**src/rtl/countdown_timer_pkg.sv**
```systemverilog
// Shared definitions for the FSM lab blocks: state encoding and default counter width.
package countdown_timer_pkg;

  localparam int CNT_W = 8;

  typedef enum logic [1:0] {
    ST_IDLE   = 2'd0,
    ST_RUN    = 2'd1,
    ST_PAUSED = 2'd2
  } state_t;

endpackage

```
**src/rtl/countdown_timer.sv**
```systemverilog
// Loadable down-counter with pause, restart and auto-reload; pulses done at terminal count.
import countdown_timer_pkg::*;

module countdown_timer #(
  parameter int N = CNT_W
) (
  input  logic         clk,
  input  logic         reset,
  input  logic [N-1:0] load_val,
  input  logic         start,
  input  logic         pause,
  input  logic         auto_reload,
  output logic [N-1:0] q,
  output logic         busy,
  output logic         done
);

  localparam logic [N-1:0] ONE  = {{(N-1){1'b0}}, 1'b1};
  localparam logic [N-1:0] ZERO = '0;

  state_t       state, state_nxt;
  logic [N-1:0] reload, reload_nxt;
  logic [N-1:0] q_nxt;
  logic         done_nxt;
  logic         busy_nxt;

  always_ff @(posedge clk or posedge reset) begin
    if (reset) begin
      state  <= ST_IDLE;
      q      <= ZERO;
      reload <= ZERO;
      busy   <= 1'b0;
      done   <= 1'b0;
    end else begin
      state  <= state_nxt;
      q      <= q_nxt;
      reload <= reload_nxt;
      busy   <= busy_nxt;
      done   <= done_nxt;
    end
  end

  // Priority: start > terminal count > pause.
  always_comb begin
    state_nxt  = state;
    q_nxt      = q;
    reload_nxt = reload;
    done_nxt   = 1'b0;

    if (start) begin
      q_nxt      = load_val;
      reload_nxt = load_val;
      if (load_val != ZERO) begin
        state_nxt = ST_RUN;
      end else begin
        // Zero-length timer: finishes immediately without ever being busy.
        state_nxt = ST_IDLE;
        done_nxt  = 1'b1;
      end
    end else begin
      unique case (state)
        ST_IDLE: begin
          state_nxt = ST_IDLE;
        end
        ST_RUN: begin
          if (q == ONE) begin
            done_nxt = 1'b1;
            if (auto_reload) begin
              q_nxt = reload;
            end else begin
              q_nxt     = ZERO;
              state_nxt = ST_IDLE;
            end
          end else if (q == ZERO) begin
            // Unreachable in normal operation; fall back to a clean idle.
            state_nxt = ST_IDLE;
          end else if (pause) begin
            state_nxt = ST_PAUSED;
          end else begin
            q_nxt = q - ONE;
          end
        end
        ST_PAUSED: begin
          if (!pause) begin
            state_nxt = ST_RUN;
          end
        end
        default: begin
          state_nxt = ST_IDLE;
          q_nxt     = ZERO;
        end
      endcase
    end

    busy_nxt = (state_nxt != ST_IDLE);
  end

endmodule

```
**config.mk**
```make
export PLATFORM = sky130hd
export DESIGN_NAME = countdown_timer
export DESIGN_NICKNAME = d
export VERILOG_FILES = /design/src/rtl/countdown_timer_pkg.sv /design/src/rtl/countdown_timer.sv
export SDC_FILE = /design/constraint.sdc
export NUM_CORES = 1
export LEC_CHECK = 0
export CORE_AREA = 10 10 77 79
export DETAILED_ROUTE_END_ITERATION = 16
export DIE_AREA = 0 0 87 89
export PLACE_DENSITY = 0.47
export REMOVE_ABC_BUFFERS = 1
export SETUP_SLACK_MARGIN = 0.4
export SLEW_MARGIN = 30
export SYNTH_ARGS = -nofsm -noshare
export SYNTH_HDL_FRONTEND = slang
export SYNTH_SLANG_ARGS = --single-unit
export TNS_END_PERCENT = 5
```
**constraint.sdc**
```tcl
create_clock -name clk -period 1.83 [get_ports clk]
set_input_delay 0.366 -clock clk [delete_from_list [all_inputs] [get_ports clk]]
set_output_delay 0.366 -clock clk [all_outputs]
set_load 0.03 [all_outputs]
```
==> key figures <==
Global route
  • Global route total overflow: 0
  • Vias in the first global route: approximately 1300
  • Largest net degree at the start of global routing: 21
  • First-pass GRT wire length: 6240 µm
  • Initial antenna violation count: 0
  • Overall global routing resource usage: 0.101

Critical path
  • CP required: a little under 2000 ps
  • R2R depth: 5
  • CP Capture Type: flop
  • Crit path kind: input port to flop
  • Worst reg-to-reg setup slack: approximately 140 ps
  • Critical Path Source Type: input port
  • Worst r2r src: q[4]$_DFFE_PP0P_
  • CP Data Arrival Time: ~1900 ps
  • RR Endpoint: q[0]$_DFFE_PP0P_
  • Max Fanout on Critical Path: 2

Finish
  • Fillcell total: about 430
  • Fin nets: 207
  • Finished Cell Area: 1920 µm²
  • Layout cells sized above 1: 0.309
  • ANT cells: 0
  • Layout area overhead: 49.1%
  • Post-Layout Cell Count: about 240

CTS
  • Clock slew at reported path FFs: ~70 ps
  • Longest Clk Path Bufs: 2
  • CTS Root Cell: clkbuf_8
  • Cts bufs inserted: 3
  • H-tree Lvls: 1
  • CTS tree: done
  • Hold buffers post-CTS: 0
  • Clock sink count: 20
  • Clk_lat worst skew: roughly 260 ps

Job
  • Maxcap violations: 0

Floorplanning
  • Die Ht: just under 90 µm
  • Core Area: approximately 4500 µm²
  • I/O pin count: 23
  • Die ar.: between 7000 and 8000 µm²
  • Die W: 87 µm
  • Row count: 25
  • Starting Density: 0.284

Synth
  • Yosys cell types: 48
  • Syn avg cell area: 9.40 µm²
  • Post-Synthesis Cells: approximately 140
  • Synth top area share: 0.389
  • Synth area leaders: dfrtp_1 (39%), inv_1 (5.2%), nand2_1 (4.1%)
  • Post-synth top cells: dfrtp_1 (20), inv_1 (18), nand2_1 (14)
  • Synth async-reset ratio: 1.00
  • Count leader, synth: dfrtp_1
  • Cell taking the most area after synthesis: dfrtp_1
  • Post-synth EDFFs: 0
  • Synth Cell Area: between 1000 and 1500 µm²
  • Yosys warning count: 0
  • Register area share after synthesis: 0.389
  • Synth Flop Type: dfrtp_1
  • Yosys reg bits: 20

STA
  • Worst slew pin tran: 382 ps
  • Post-route minimum period: roughly 1700 ps
  • Skew final: roughly 1.8 ps
  • RSZ-0062 raised after global routing: true
  • Max Fclk: 584 MHz
  • Period utilization: 0.935
  • Hold Fails Final Rpt: 0
  • Total negative slack: 0 ps
  • Final Slew Violations: 0
  • Max_slew headroom: 0.744
  • Endpoints failing setup: 0
  • Setup ws final: 119 ps

Drt
  • DRC: 0
  • Initial DRC count: 53
  • DR vias: 1224
  • Drt first pass iters: 4
  • Vias per inst: around 5.1
  • Total Routed Length: between 3000 and 4000 µm
  • Final antenna-violating net count: 0
  • Routed len/inst: approximately 16 µm

Place
  • Port Buf Inserts: 22
  • RD Place Congestion: around 0.8
  • Detailed placement HPWL: a little under 3000 µm
  • Pre-CTS worst setup slack: -368 ps
  • Placed cell count: 232
  • Placed Area: 1740 µm²

Worst hold path
  • Hold crit path type: input port to asynchronous set/reset pin

Power and ir drop
  • VDD IR-drop max: approximately 0.24 mV
  • Leakage power: between 0.8 and 0.9 nW
  • Pwr/cell area: roughly 740 nW/µm²

Run status
  • Status: finished clean
-- registers in the layout, indices dropped and copies added (netlist names) --
name    flops
q           8
reload      8
state       2
busy        1
done        1
-- through the flow --
step | power, W | util | hold WS, ps
after floorplan | 0.000825 | - | 330
after global placement | 0.00107 | 0.383 | 502
after detailed placement | 0.00107 | 0.383 | 503
after CTS | 0.00138 | 0.400 | 453
after global routing | 0.00151 | 0.423 | 465
final | 0.00142 | 0.423 | 440
-- cell usage in the layout (no fill, tap or decap), drive strengths merged, types with 2 or more instances in the layout --
cell type and count:
nor2b 3, clkbuf 4, or4 3, nor2 5, a41oi 2, dfrtp 20
a21oi 4, nor4 2, o21ai 10, nand3 2, ha 4, nand4 3
nor3b 2, buf 29, clkdlybuf4s50 14, a22o 2, and4b 2, mux2 4
nand2 15, a31o 2, inv 18, dlygate4sd2 8, a31oi 3, o211ai 2
o221ai 5
-- cells by family after synthesis --
kind of cell,count (synthesis),share of synthesized area
buffers and inverters,22,0.0700
and+or+nand+nor,43,0.199
muxes,5,0.0486
adders and majority gates,4,0.0389
xor gates and xnor gates,2,0.0136
AOI/OAI and AO/OA,41,0.241
DFF,20,0.389
-- per-layer routing --
layer,global-route usage,vias up,wire length (µm)
met5,0,-,0
met4,0.0324,0,53
met3,0.0273,6,213
met2,0.152,26,1680
met1,0.136,582,1870
li1,-,610,-
-- worst max-delay path: stages --
cell and delay [ps]:
clkdlybuf4s50_1 470, or4_4 580, nor4_4 180, a311o_1 190, a21oi_1 70
-- report_power, final --
group,switching [W],internal (W),leakage [nW]
registers,0.0000481,0.000487,0.248
logic,0.000296,0.000296,0.600
clock network,0.000147,0.000147,0.0216
-- how the worst max path moves through the flow --
stage | from | to | cells past startpoint
2_1_floorplan | q[0]$_DFFE_PP0P_ | q[1]$_DFFE_PP0P_ | 5
3_3_place_gp | load_val[4] | busy$_DFF_PP0_ | 5
3_5_place_dp | load_val[4] | busy$_DFF_PP0_ | 5
4_1_cts | q[1]$_DFFE_PP0P_ | q[1]$_DFFE_PP0P_ | 6
5_1_grt | q[2]$_DFFE_PP0P_ | q[7]$_DFFE_PP0P_ | 5
6_report | load_val[4] | busy$_DFF_PP0_ | 5
-- what timing repair did --
| item | in CTS | in global routing |
|---|---|---|
| buffers inserted | 1 | 5 |
| pin swaps | 4 | 5 |
| endpoints found under the setup margin | 22 | 22 |
| resized for setup | 17 | 12 |
| cloned | 0 | 1 |
-- final cells by class --
cell class                 count  area (µm²)  area share
inverter                      18        67.6      0.0352
sequential                    20         502       0.261
multi-input combinational     95         772       0.402
clock buffer                   3        41.3      0.0215
timing repair buffer          52         469       0.244
tap                           54        67.6      0.0352
Note: power is estimated with default switching activity, not from simulation.
